[config.mk]
export PLATFORM = sky130hd
export DESIGN_NAME = mii_tx_framer
export DESIGN_NICKNAME = d
export VERILOG_FILES = /design/src/rtl/mii_tx_framer.sv
export SDC_FILE = /design/constraint.sdc
export NUM_CORES = 1
export LEC_CHECK = 0
export ABC_AREA = 1
export CAP_MARGIN = 10
export CORE_MARGIN = 2
export CORE_UTILIZATION = 45
export CTS_CLUSTER_DIAMETER = 120
export CTS_CLUSTER_SIZE = 16
export DETAILED_ROUTE_END_ITERATION = 8
export PLACE_DENSITY = 0.77
export SLEW_MARGIN = 20
export SYNTH_ARGS = -nofsm -noshare
export SYNTH_HDL_FRONTEND = slang
export SYNTH_SLANG_ARGS = --single-unit
[constraint.sdc]
create_clock -name clk -period 5.3 [get_ports clk]
set_clock_uncertainty 0.1 [all_clocks]
set_input_delay 0.795 -clock clk [delete_from_list [all_inputs] [get_ports clk]]
set_output_delay 0.795 -clock clk [all_outputs]
set_load 0.01 [all_outputs]
[src/rtl/mii_tx_framer.sv]
// ---------------------------------------------------------------------------
// mii_tx_framer
//
// Turns a 64-bit valid/ready payload stream (byte keep + last) into the
// 64-bit data / 8-bit control TX lane stream: a start word (START, preamble,
// SFD), the payload words, TERM in the lane after the last valid byte, IDLE
// fill, and a minimum inter-packet gap before the next start. A source
// underrun mid-frame puts an all-ERROR word on the line and the rest of the
// frame is drained without being transmitted.
//
// Ports
//   clk            single clock
//   i_rst          synchronous active-high reset
//   i_s_data       payload word, lane k = bits [8k+7:8k], first byte in lane 0
//   i_s_keep       valid lanes, all ones except on the last word
//   i_s_valid      source word valid
//   i_s_last       last word of the frame
//   o_s_ready      word accepted when i_s_valid & o_s_ready
//   o_tx_data      TX lane data (registered)
//   o_tx_ctrl      TX lane control, 1 = control character (registered)
//   o_frame_done   one-cycle pulse on the cycle carrying TERM
//   o_frame_bytes  payload byte count of the last completed frame
//   o_underrun     one-cycle pulse on the cycle carrying the ERROR word
//
// state | meaning
// ------+-----------------------------------------------------------------
// IDLE  | emitting idle words, waiting for valid and the inter-packet gap
// DATA  | forwarding payload words, closing the frame on last
// TERM  | last word was full, TERM goes in lane 0 of this extra word
// DRAIN | after an underrun, discarding source words up to last
// ---------------------------------------------------------------------------
module mii_tx_framer #(
    parameter int         DATA_WIDTH = 64,
    parameter int         CTRL_WIDTH = 8,
    parameter logic [7:0] IDLE_CODE  = 8'h07,
    parameter logic [7:0] START_CODE = 8'hFB,
    parameter logic [7:0] TERM_CODE  = 8'hFD,
    parameter logic [7:0] ERROR_CODE = 8'hFE,
    parameter int         P_MIN_IPG  = 12
) (
    input  logic                  clk,
    input  logic                  i_rst,
    input  logic [DATA_WIDTH-1:0] i_s_data,
    input  logic [CTRL_WIDTH-1:0] i_s_keep,
    input  logic                  i_s_valid,
    input  logic                  i_s_last,
    output logic                  o_s_ready,
    output logic [DATA_WIDTH-1:0] o_tx_data,
    output logic [CTRL_WIDTH-1:0] o_tx_ctrl,
    output logic                  o_frame_done,
    output logic [15:0]           o_frame_bytes,
    output logic                  o_underrun
);

    localparam int LANES = CTRL_WIDTH;
    localparam int KW    = $clog2(LANES + 1);

    localparam logic [1:0] ST_IDLE  = 2'd0;
    localparam logic [1:0] ST_DATA  = 2'd1;
    localparam logic [1:0] ST_TERM  = 2'd2;
    localparam logic [1:0] ST_DRAIN = 2'd3;

    localparam logic [7:0]  MIN_IPG   = 8'(P_MIN_IPG);
    localparam logic [7:0]  IDLE_STEP = 8'(LANES);
    localparam logic [7:0]  IDLE_TAIL = 8'(LANES - 1);
    localparam logic [15:0] BYTE_STEP = 16'(LANES);

    localparam logic [DATA_WIDTH-1:0] IDLE_WORD  = {LANES{IDLE_CODE}};
    localparam logic [DATA_WIDTH-1:0] ERROR_WORD = {LANES{ERROR_CODE}};
    localparam logic [DATA_WIDTH-1:0] START_WORD = {8'hD5, {(LANES-2){8'h55}}, START_CODE};
    localparam logic [DATA_WIDTH-1:0] TERM_WORD  = {{(LANES-1){IDLE_CODE}}, TERM_CODE};
    localparam logic [CTRL_WIDTH-1:0] CTRL_ALL   = '1;
    localparam logic [CTRL_WIDTH-1:0] CTRL_NONE  = '0;
    localparam logic [CTRL_WIDTH-1:0] START_CTRL = {{(LANES-1){1'b0}}, 1'b1};

    logic [1:0]            state;
    logic [7:0]            idle_cnt;
    logic [15:0]           byte_cnt;

    logic [1:0]            state_nxt;
    logic [7:0]            idle_nxt;
    logic [15:0]           byte_nxt;
    logic [DATA_WIDTH-1:0] data_nxt;
    logic [CTRL_WIDTH-1:0] ctrl_nxt;
    logic                  done_nxt;
    logic                  underrun_nxt;
    logic [15:0]           bytes_nxt;

    logic [KW-1:0]         keep_n;
    logic                  run_open;
    logic [DATA_WIDTH-1:0] term_data;
    logic [CTRL_WIDTH-1:0] term_ctrl;
    logic [7:0]            idle_step;
    logic [15:0]           byte_step;
    logic [16:0]           bytes_sum;
    logic [15:0]           bytes_last;

    assign o_s_ready = (state == ST_DATA) || (state == ST_DRAIN);

    // Length of the run of ones from lane 0; anything past the first zero
    // is not payload, even if its keep bit is set.
    always_comb begin
        keep_n   = '0;
        run_open = 1'b1;
        for (int k = 0; k < LANES; k++) begin
            if (run_open && i_s_keep[k]) begin
                keep_n = keep_n + KW'(1);
            end else begin
                run_open = 1'b0;
            end
        end
    end

    // Closing word for a short last word: payload, TERM, then IDLE fill.
    always_comb begin
        term_data = IDLE_WORD;
        term_ctrl = CTRL_ALL;
        for (int k = 0; k < LANES; k++) begin
            if (k < int'(keep_n)) begin
                term_data[8*k +: 8] = i_s_data[8*k +: 8];
                term_ctrl[k]        = 1'b0;
            end else if (k == int'(keep_n)) begin
                term_data[8*k +: 8] = TERM_CODE;
            end
        end
    end

    assign idle_step  = (idle_cnt > (8'hFF - IDLE_STEP)) ? 8'hFF : idle_cnt + IDLE_STEP;
    assign byte_step  = (byte_cnt > (16'hFFFF - BYTE_STEP)) ? 16'hFFFF : byte_cnt + BYTE_STEP;
    assign bytes_sum  = {1'b0, byte_cnt} + 17'(keep_n);
    assign bytes_last = bytes_sum[16] ? 16'hFFFF : bytes_sum[15:0];

    always_comb begin
        state_nxt    = state;
        idle_nxt     = idle_cnt;
        byte_nxt     = byte_cnt;
        data_nxt     = IDLE_WORD;
        ctrl_nxt     = CTRL_ALL;
        done_nxt     = 1'b0;
        underrun_nxt = 1'b0;
        bytes_nxt    = o_frame_bytes;

        case (state)
            ST_IDLE: begin
                // The source is not consumed here; the first payload word
                // is taken in DATA, one cycle after the start word.
                if (i_s_valid && (idle_cnt >= MIN_IPG)) begin
                    data_nxt  = START_WORD;
                    ctrl_nxt  = START_CTRL;
                    byte_nxt  = '0;
                    state_nxt = ST_DATA;
                end else begin
                    idle_nxt = idle_step;
                end
            end

            ST_DATA: begin
                if (!i_s_valid) begin
                    data_nxt     = ERROR_WORD;
                    underrun_nxt = 1'b1;
                    idle_nxt     = '0;
                    state_nxt    = ST_DRAIN;
                end else if (!i_s_last || (int'(keep_n) == LANES)) begin
                    // Full word; a full last word pushes TERM into the next one.
                    data_nxt = i_s_data;
                    ctrl_nxt = CTRL_NONE;
                    byte_nxt = byte_step;
                    if (i_s_last) begin
                        state_nxt = ST_TERM;
                    end
                end else begin
                    data_nxt  = term_data;
                    ctrl_nxt  = term_ctrl;
                    idle_nxt  = IDLE_TAIL - 8'(keep_n);
                    done_nxt  = 1'b1;
                    bytes_nxt = bytes_last;
                    state_nxt = ST_IDLE;
                end
            end

            ST_TERM: begin
                data_nxt  = TERM_WORD;
                idle_nxt  = IDLE_TAIL;
                done_nxt  = 1'b1;
                bytes_nxt = byte_cnt;
                state_nxt = ST_IDLE;
            end

            ST_DRAIN: begin
                idle_nxt = idle_step;
                if (i_s_valid && i_s_last) begin
                    state_nxt = ST_IDLE;
                end
            end

            default: begin
                state_nxt = ST_IDLE;
            end
        endcase
    end

    always_ff @(posedge clk) begin
        if (i_rst) begin
            state         <= ST_IDLE;
            idle_cnt      <= 8'hFF;
            byte_cnt      <= '0;
            o_tx_data     <= IDLE_WORD;
            o_tx_ctrl     <= CTRL_ALL;
            o_frame_done  <= 1'b0;
            o_underrun    <= 1'b0;
            o_frame_bytes <= '0;
        end else begin
            state         <= state_nxt;
            idle_cnt      <= idle_nxt;
            byte_cnt      <= byte_nxt;
            o_tx_data     <= data_nxt;
            o_tx_ctrl     <= ctrl_nxt;
            o_frame_done  <= done_nxt;
            o_underrun    <= underrun_nxt;
            o_frame_bytes <= bytes_nxt;
        end
    end

endmodule
**Word-level counts from Yosys, hierarchy flattened**

Index checks and enable logic that the tools add are counted.

- Register bits after elaboration: 116
- Input port bits: 76
- Output and inout port bits: 91

- Add/sub/neg operators: 11
- $lt $le $gt $ge: 11
- Equality and inequality tests: 19
- Mux-type cells: 71
- Bitwise operators: 1
- Reduce and logical (&&, ||, !) cells: 21

Operators by type and width:

| kind | number |
|---|---|
| $mux W64 | 3 |
| $pmux W64 S3 | 1 |
| $mux W8 | 23 |
| $mux W16 | 7 |
| $pmux W16 S2 | 2 |
| $pmux W8 S4 | 1 |
| $add A4 B1 Y4 const B | 6 |
| $mux W4 | 6 |
| $mux W1 | 19 |
| $add A16 B4 Y17 | 1 |
| $add A16 B4 Y16 const B | 1 |
| $eq A4 B4 Y1 const A | 4 |
| $gt A16 B16 Y1 const B | 1 |
| $lt A3 B4 Y1 const A | 4 |
| $pmux W8 S2 | 1 |
| $mux W2 | 6 |
| $logic_and A1 B1 Y1 | 9 |
| $add A8 B4 Y8 const B | 1 |
| $eq A3 B4 Y1 const A | 2 |
| $ge A8 B4 Y1 const B | 1 |
| $gt A8 B8 Y1 const B | 1 |
| $lt A1 B4 Y1 const A | 2 |
| $lt A2 B4 Y1 const A | 2 |
| $ne A2 B2 Y1 const B | 4 |
| other kinds (21) | 26 |

**Logic depth before layout (Yosys ltp)**

Gate-level depths: netlist (run 1).

- Depth in word-level cells: 21
- Depth in mapped cells: 30
- Gate-level depth less buffers: 30

**Worst setup path before layout (run 1)**

Ideal clock, no wire load.

- Path type: input -> register
- Start: input port i_s_keep[2]
- End: register o_frame_bytes[11]
- Library setup time: 64 ps
- Data arrival time: 4197 ps
- Slack: 939 ps
- Stages: 27
- Buffers on the path: 0
- Path through: inv_1 a21boi_0 ha_1 o21ai_1 inv_1 ha_1 inv_1 nand2_1 nand4_1 nand2_1 nand2_2 ha_1 nand2_1 nand2_1 inv_1 fa_1 nand3b_1 and2_1 inv_1 nand2_1 nor2_1 nand2_1 o21ai_0 a21oi_1 nand3_1 nand2_1 nor2_1

- Word-level cells in the longest chain between the ends: 17
- Elaborated cells on any way between the ends: 31
- Classes of those cells: add/sub (6); eq/ne (2); mux (15); reduce/logical (8)

Ends and longest elaborated chain:

| element | line | source |
|---|---|---|
| start: declaration | 44 | `input logic [CTRL_WIDTH-1:0] i_s_keep,` |
| $logic_and A1 B1 Y1 (*) | 106 | `if (run_open && i_s_keep[k]) begin` |
| $mux W4 or $mux W1 (tied branches) | 106 |  |
| $add A4 B1 Y4 or $logic_and A1 B1 Y1 (tied branches) | 107, 106 |  |
| $mux W4 or $mux W1 (tied branches) | 106 |  |
| $add A4 B1 Y4 or $logic_and A1 B1 Y1 (tied branches) | 107, 106 |  |
| $mux W4 or $mux W1 (tied branches) | 106 |  |
| $add A4 B1 Y4 or $logic_and A1 B1 Y1 (tied branches) | 107, 106 |  |
| $mux W4 or $mux W1 (tied branches) | 106 |  |
| $add A4 B1 Y4 or $logic_and A1 B1 Y1 (tied branches) | 107, 106 |  |
| $mux W4 or $mux W1 (tied branches) | 106 |  |
| $add A4 B1 Y4 or $logic_and A1 B1 Y1 (tied branches) | 107, 106 |  |
| $mux W4 (*) | 106 |  |
| $add A16 B4 Y17 | 130 | `assign bytes_sum = {1'b0, byte_cnt} + 17'(keep_n);` |
| $mux W16 | 131 | `assign bytes_last = bytes_sum[16] ? 16'hFFFF : bytes_sum[15:0];` |
| $mux W16 | 163 | `end else if (!i_s_last \|\| (int'(keep_n) == LANES)) begin` |
| $mux W16 | 158 | `if (!i_s_valid) begin` |
| $pmux W16 S2 | 143 | `case (state)` |
| end signal: assignment | 220 | `o_frame_bytes <= bytes_nxt;` |
| end: declaration | 51 | `output logic [15:0] o_frame_bytes,` |

Every way passes the cells marked *; elsewhere a longest branch is shown, timed or not. The select of a mux whose other input is x is not followed.
A chain may end at the register's enable or synchronous reset.

**Final worst setup path (run 1)**

- Start: input port i_s_keep[0]
- End: register o_frame_bytes[11]

- Word-level cells in the longest chain between the ends: 20
- Elaborated cells on any way between the ends: 38
- Classes of those cells: add/sub (8); eq/ne (2); mux (19); reduce/logical (9)

Ends and longest elaborated chain:

| element | line |
|---|---|
| $mux W1 | 106 |
| $add A1 B1 Y2 or $logic_and A1 B1 Y1 (tied branches) | 107, 106 |
| $mux W2 or $mux W1 (tied branches) | 106 |
| $add A4 B1 Y4 or $logic_and A1 B1 Y1 (tied branches) | 107, 106 |
| $mux W4 or $mux W1 (tied branches) | 106 |
| $add A4 B1 Y4 or $logic_and A1 B1 Y1 (tied branches) | 107, 106 |
| $mux W4 or $mux W1 (tied branches) | 106 |
| $add A4 B1 Y4 or $logic_and A1 B1 Y1 (tied branches) | 107, 106 |
| [... 4 more ...] | - |
| $mux W4 or $mux W1 (tied branches) | 106 |
| $add A4 B1 Y4 or $logic_and A1 B1 Y1 (tied branches) | 107, 106 |
| $mux W4 (*) | 106 |
| $add A16 B4 Y17 | 130 |
| $mux W16 | 131 |
| $mux W16 | 163 |
| $mux W16 | 158 |
| $pmux W16 S2 | 143 |

Marks and branches as above.

==> impl_metrics.json, run 1 <==
{
  "fin_util": 0.652,
  "hold_viol_final": 0,
  "required_ps": 5560,
  "start_util": 0.456,
  "synthCells": 845,
  "cts_tree": "done",
  "via_per_inst": 5.00,
  "seqPwrFrac": 0.304,
  "cap_violations": 0,
  "first_pass_iters": 5,
  "finalCritPeriodShare": 0.888,
  "path_clk_slew_ps": 60,
  "syn_area_per_cell_sq_um": 6.73,
  "max-vdd-ir-drop_mv": 0.252,
  "layout.nets": 1100,
  "antennaDiodeCount": 0,
  "synth_fp_nets": 936,
  "htree_levels": 4,
  "min_path_cells": 2,
  "hp-class": "reg2reg",
  "syn2layout_area_growth_pct": 42.8,
  "hp-start": "idle_cnt[1]",
  "drive_gt1_frac": 0.0666,
  "grt_most_used_layer": "met2",
  "p_sw_frac": 0.343,
  "critPathMaxFanout": 10,
  "dp.cells": 1162,
  "synth-xor-area-share": 0.00770,
  "drt-initial-drc-count": 409,
  "num_rows": 41,
  "criticalPathCategory": "in2reg",
  "synth-seq-area-share": 0.401,
  "grt_use_met3": 0.0576,
  "finalWorstPathRequiredPeriod_ps": 4710,
  "p_leak_uw": 0.00373,
  "tightest_slew_ps": 1020,
  "met2_usage": 0.447,
  "switchingPower_uw": 1450,
  "synth_area_sq_um": 5690,
  "fmax_mhz": 212,
  "synth_top_family_by_area": "simple AND/OR/NAND/NOR gates",
  "finalWirelength_um": 17000,
  "io_pins": 167,
  "die_area_sq_um": 13600,
  "yosys.area_share.simple": 0.357,
  "core_sq_um": 12500,
  "setup_viol": 0,
  "combPwrFrac": 0.409,
  "p_int_uw": 2770,
  "powerDensity_nw_per_um2": 519,
  "vias": 5970,
  "setup_tns_ps": 0,
  "ys.flop_type": "dfxtp_1",
  "reg2reg_depth": 9,
  "synth_top_area_cell": "dfxtp_1",
  "synthTopCellsByArea": "dfxtp_1 (40%), nand2_1 (18%), inv_1 (6.0%)",
  "clockRootBuffer": "clkbuf_16",
  "yosysUniqueCellTypes": 39,
  "ant_nets": 0,
  "insertion_delay_ps": 420,
  "numCtsBuffers": 17,
  "synth_top_area_frac": 0.401,
  "crit_start": "i_s_keep[0]",
  "grt_pass1_vias": 5473,
  "crit_path_start_kind": "input pin",
  "outcome": "completed",
  "synth-compound-area-share": 0.114,
  "rsz0062_at_grt": "false",
  "endpoint_kind": "register",
  "clock_power_share": 0.287,
  "drc_errors": 0,
  "clock_path_buffers": 2,
  "die_x_um": 116,
  "use_met1": 0.296,
  "ys_ff_latch": 114,
  "synthAdderAreaFrac": 0.0343,
  "fp.dieH_um": 116,
  "r2r_start": "state[1]",
  "grt_max_degree": 31,
  "muxShareOfSynthArea": 0,
  "antenna_found_initial": 0,
  "routedWlPerCell_um": 14.3,
  "stdcell_count": 1193,
  "gr-total-overflow": 0,
  "track_usage": 0.253,
  "clock_sinks": 114,
  "place_congestion": 0.929,
  "portBuffers": 166,
  "worst_slew_margin_rel": 0.313,
  "slew_violations": 0,
  "grt_pass1_wl_um": 26600,
  "synth.yosys.warnings": 0,
  "crit_arrival_ps": 4970,
  "dp_hpwl_um": 12600,
  "async_flop_share": 0,
  "synth_enable_flop_cells": 0
}
-- cells by family after synthesis --
kind of cell / after synthesis
simple gates: 461
compound gates: 126
buf+inv: 124
flops: 114
fa+ha+maj: 15
xor+xnor: 5
-- critical path, cell delays in order --
cell	delay, ps
clkdlybuf4s50_1	490
a21boi_1	240
ha_1	270
o21ai_1	170
inv_1	70
ha_1	270
inv_1	30
nand2_1	50
nand4_1	90
nand2_1	100
nand2_2	100
ha_1	290
nand2_1	60
nand2_1	90
inv_1	80
fa_1	410
nand3b_1	170
and2_1	180
inv_1	50
nand2_1	90
nor2_1	240
nand2_2	190
o21ai_0	110
a21oi_1	70
nand3_1	100
nand2_1	70
nor2_1	80
-- path summary, 6_finish.rpt --
| check | to | slack, ps |
|---|---|---|
| setup / recovery | o_frame_bytes[11] | 590 |
| hold / removal | idle_cnt[1] | 360 |
| hold reg to reg | idle_cnt[1] | 360 |
| setup reg to reg | idle_cnt[1] | 1850 |
-- metrics by stage --
| step | cell area [sq um] | hold slack (ps) | power [uW] | setup slack (ps) |
|---|---|---|---|---|
| after global placement | 7490 | 350 | 3000 | 238 |
| after floorplan | 5690 | 329 | 2230 | 939 |
| after detailed placement | 7490 | 349 | 3020 | 53.6 |
| after global routing | 8120 | 397 | 4490 | 73.0 |
| after CTS | 8120 | 366 | 4240 | 492 |
| final | 8120 | 363 | 4220 | 592 |
-- layer usage --
metal,part of all wire,vias up
met5,0,-
met4,0.026,0
met3,0.075,35
met2,0.49,217
met1,0.41,2679
li1,-,3039
-- placed cells by master (no fill, tap or decap), types with 2 or more instances in the layout --
| master | count |
|---|---|
| ha_1 | 14 |
| or2_2 | 4 |
| nand2_2 | 9 |
| clkinv_2 | 2 |
| nor3_1 | 12 |
| nand3_2 | 3 |
| nand3_1 | 52 |
| bufinv_16 | 4 |
| nor2_1 | 69 |
| inv_2 | 4 |
| nand4_1 | 20 |
| clkdlybuf4s50_1 | 166 |
| nand3_4 | 2 |
| clkbuf_8 | 3 |
| nand3b_1 | 4 |
| clkinvlp_4 | 2 |
| nand2_4 | 3 |
| dfxtp_1 | 114 |
| clkbuf_1 | 2 |
| a21oi_1 | 51 |
| xnor2_1 | 2 |
| nor2_2 | 4 |
| clkinv_1 | 2 |
| clkbuf_16 | 17 |
| xor2_1 | 3 |
| nand2_1 | 270 |
| o31ai_1 | 3 |
| inv_1 | 91 |
| buf_4 | 6 |
| o21ai_0 | 67 |
| nor4_1 | 3 |
-- layout make-up --
type	count	area, sq um
Sequential cell	114	2280
Timing Repair Buffer	172	1710
Inverter	97	364
Clock buffer	22	474
Clock inverter	9	154
Multi-Input combinational cell	607	2930
Tap cell	172	215
Fill cell	1092	4340
-- synthesized netlist by cell type, types with 2 or more instances --
library cell,count
dfxtp_1,114
nand2_2,8
a21oi_1,51
o31ai_1,3
nand3_1,52
nand3_2,3
xor2_1,3
clkbuf_1,16
o21ai_0,67
buf_2,2
ha_1,14
inv_2,4
nor2_2,3
nor4_1,3
nand4_1,20
xnor2_1,2
clkinv_1,2
nand3_4,2
nor2_1,70
buf_1,4
inv_1,91
nand2_1,271
buf_4,4
nand3b_1,4
nor3_1,13
nand2_4,3
or2_2,4
-- timing repair --
action | CTS | global route
resized for setup | 0 | 2
endpoints found under the setup margin | 0 | 2
buffers inserted | 0 | 0
hold buffers | 0 | 0
-- state kept, by name (all words and copies together) (netlist names) --
signal / flops
state: 2
o_underrun: 1
o_frame_bytes: 16
idle_cnt: 8
o_tx_ctrl: 8
byte_cnt: 14
o_frame_done: 1
o_tx_data: 64
-- power groups by stage --
| stage | combinational [uW] | clock, uW | sequential, uW |
|---|---|---|---|
| 2_1_floorplan | 819 | 0 | 1420 |
| 5_1_grt | 1910 | 1270 | 1310 |
| 3_3_place_gp | 1700 | 0 | 1300 |
| 4_1_cts | 1730 | 1230 | 1280 |
| 3_5_place_dp | 1720 | 0 | 1300 |
| 6_report | 1720 | 1210 | 1280 |
Power figures use the tool's default switching activity.
==> run 2, diff against run 1 <==
==> constraint.sdc (replaced) <==
create_clock -name clk -period 5.3 [get_ports clk]
set_clock_uncertainty 0.1 [all_clocks]
set_input_delay 1.06 -clock clk [delete_from_list [all_inputs] [get_ports clk]]
set_output_delay 1.06 -clock clk [all_outputs]
set_load 0.01 [all_outputs]
==> impl_metrics.json, run 2 (synthesis results as in run 1) <==
{
  "fill_cells": 1093,
  "clockRootBuffer": "clkbuf_16",
  "cts_post_setup_buffers_inserted": 0,
  "ant_nets": 0,
  "met1Wirelength_um": 7130,
  "antennaDiodeCount": 0,
  "dp.cells": 1168,
  "finalWirelength_um": 17400,
  "track_usage": 0.260,
  "hp-start": "idle_cnt[1]",
  "start_util": 0.456,
  "die_area_sq_um": 13600,
  "seqPwrFrac": 0.312,
  "insertion_delay_ps": 420,
  "clock_sinks": 114,
  "hold_viol_final": 0,
  "wl_met3_um": 1260,
  "post_cts_resized": 0,
  "worst_slew_margin_rel": 0.254,
  "grt_pass1_wl_um": 27100,
  "combPwrFrac": 0.421,
  "portBuffers": 166,
  "critPathMaxFanout": 10,
  "clock_path_buffers": 2,
  "largest_register": "o_tx_data",
  "design_area_sq_um": 8110,
  "routedWlPerCell_um": 14.5,
  "die_x_um": 116,
  "largest_registers": "o_tx_data x64, o_frame_bytes x16, byte_cnt x14",
  "path_clk_slew_ps": 50,
  "required_ps": 5550,
  "final_common_cell": "nand2_1",
  "antenna_found_initial": 0,
  "layout_common_cells": "nand2_1 (270), clkdlybuf4s50_1 (166), dfxtp_1 (114), inv_1 (91)",
  "drc_errors": 0,
  "crit_arrival_ps": 5170,
  "finalWorstPathRequiredPeriod_ps": 4920,
  "cts_tree": "done",
  "first_pass_iters": 5,
  "p_leak_uw": 0.00373,
  "gr-total-overflow": 0,
  "clock_power_share": 0.268,
  "dp_hpwl_um": 12700,
  "layout.nets": 1106,
  "endpoint_kind": "register",
  "fmax_mhz": 203,
  "syn2layout_area_growth_pct": 42.7,
  "finalCritPeriodShare": 0.928,
  "tightest_slew_ps": 1110,
  "stdcell_count": 1200,
  "p_int_uw": 2640,
  "p_sw_frac": 0.359,
  "r2r_start": "state[1]",
  "crit_start": "i_s_keep[0]",
  "reg2reg_slack_ps": 1800,
  "regArea_sq_um": 2280,
  "outcome": "completed",
  "slew_violations": 0,
  "hp-class": "reg2reg",
  "rsz0062_at_grt": "false",
  "criticalPathCategory": "in2reg",
  "crit_path_start_kind": "input pin",
  "place_congestion": 0.914,
  "multiInputGateArea_sq_um": 2930,
  "switchingPower_uw": 1480,
  "max-vdd-ir-drop_mv": 0.299,
  "place_area_sq_um": 7540,
  "fp.dieH_um": 116,
  "powerDensity_nw_per_um2": 508,
  "io_pins": 167,
  "top_layer_used": "met4",
  "drive_gt1_frac": 0.0749,
  "largest_reg_flops": 64,
  "via_per_inst": 5.03,
  "grt_pass1_vias": 5608,
  "core_sq_um": 12500,
  "cts_hold_buf": 0,
  "dr_wl_met2_um": 8530,
  "grt_max_degree": 31,
  "cap_violations": 0,
  "setup_viol": 0,
  "vias": 6041,
  "numCtsBuffers": 17,
  "num_rows": 41,
  "htree_levels": 4,
  "drt-initial-drc-count": 535
}
run 2: layer usage:
layer / GRT usage / vias to the layer above
met3: 0.0685 / 40
met1: 0.300 / 2743
met2: 0.448 / 209
met4: 0.121 / 0
li1: - / 3049
met5: 0 / -
run 2: area by class of cell:
| type | instances | share of cell area |
|---|---|---|
| Inverter | 97 | 0.0449 |
| Clock inverter | 13 | 0.0170 |
| Sequential cell | 114 | 0.281 |
| Multi-Input combinational cell | 607 | 0.361 |
| Clock buffer | 19 | 0.0534 |
| Tap cell | 172 | 0.0265 |
| Timing Repair Buffer | 178 | 0.216 |
run 2: final timing paths:
kind | endpoint | cells after the start
worst min-delay path | idle_cnt[1] | 2
worst min register to register | idle_cnt[1] | 2
worst max-delay path | o_frame_bytes[6] | 27
worst max register to register | idle_cnt[0] | 9
run 2: critical path, cell delays in order:
cell             delay (ps)
clkdlybuf4s50_1         490
a21boi_0                260
ha_1                    280
o21ai_1                 170
inv_1                    80
ha_1                    280
inv_1                    40
nand2_1                  50
nand4_1                  80
nand2_1                  90
nand2_2                  60
ha_1                    270
nand2_1                  60
nand2_1                  90
inv_1                    90
fa_1                    410
nand3b_1                170
and2_1                  170
inv_1                    50
nand2_1                 100
nor2_2                  180
nand2_2                 160
o21ai_0                 130
a21oi_1                  70
nand3_1                 110
nand2_1                  80
nor2_1                   90
run 2: metrics by stage:
stage	total power [uW]	worst slack (ps)	hold WS [ps]	setup TNS, ps	util
6_report	4120	383	374	0	0.651
5_1_grt	4390	3.33	405	0	0.651
4_1_cts	4150	281	383	0	0.650
3_5_place_dp	3030	-91.9	354	-612	0.605
3_3_place_gp	3000	58.8	349	0	0.605
2_1_floorplan	2230	674	329	0	-
run 2: power groups by stage:
stage	combinational, uW	clock, uW	sequential, uW
after floorplan	819	0	1420
after global placement	1710	0	1300
after detailed placement	1730	0	1300
after CTS	1740	1120	1290
after global routing	1920	1160	1320
final	1730	1100	1290
==> run 3, diff against run 2 <==
CTS_CLUSTER_DIAMETER = not set   (was 120)
==> results of run 3 <==
No change in the layout: final DEF, timing and power equal those of run 2.
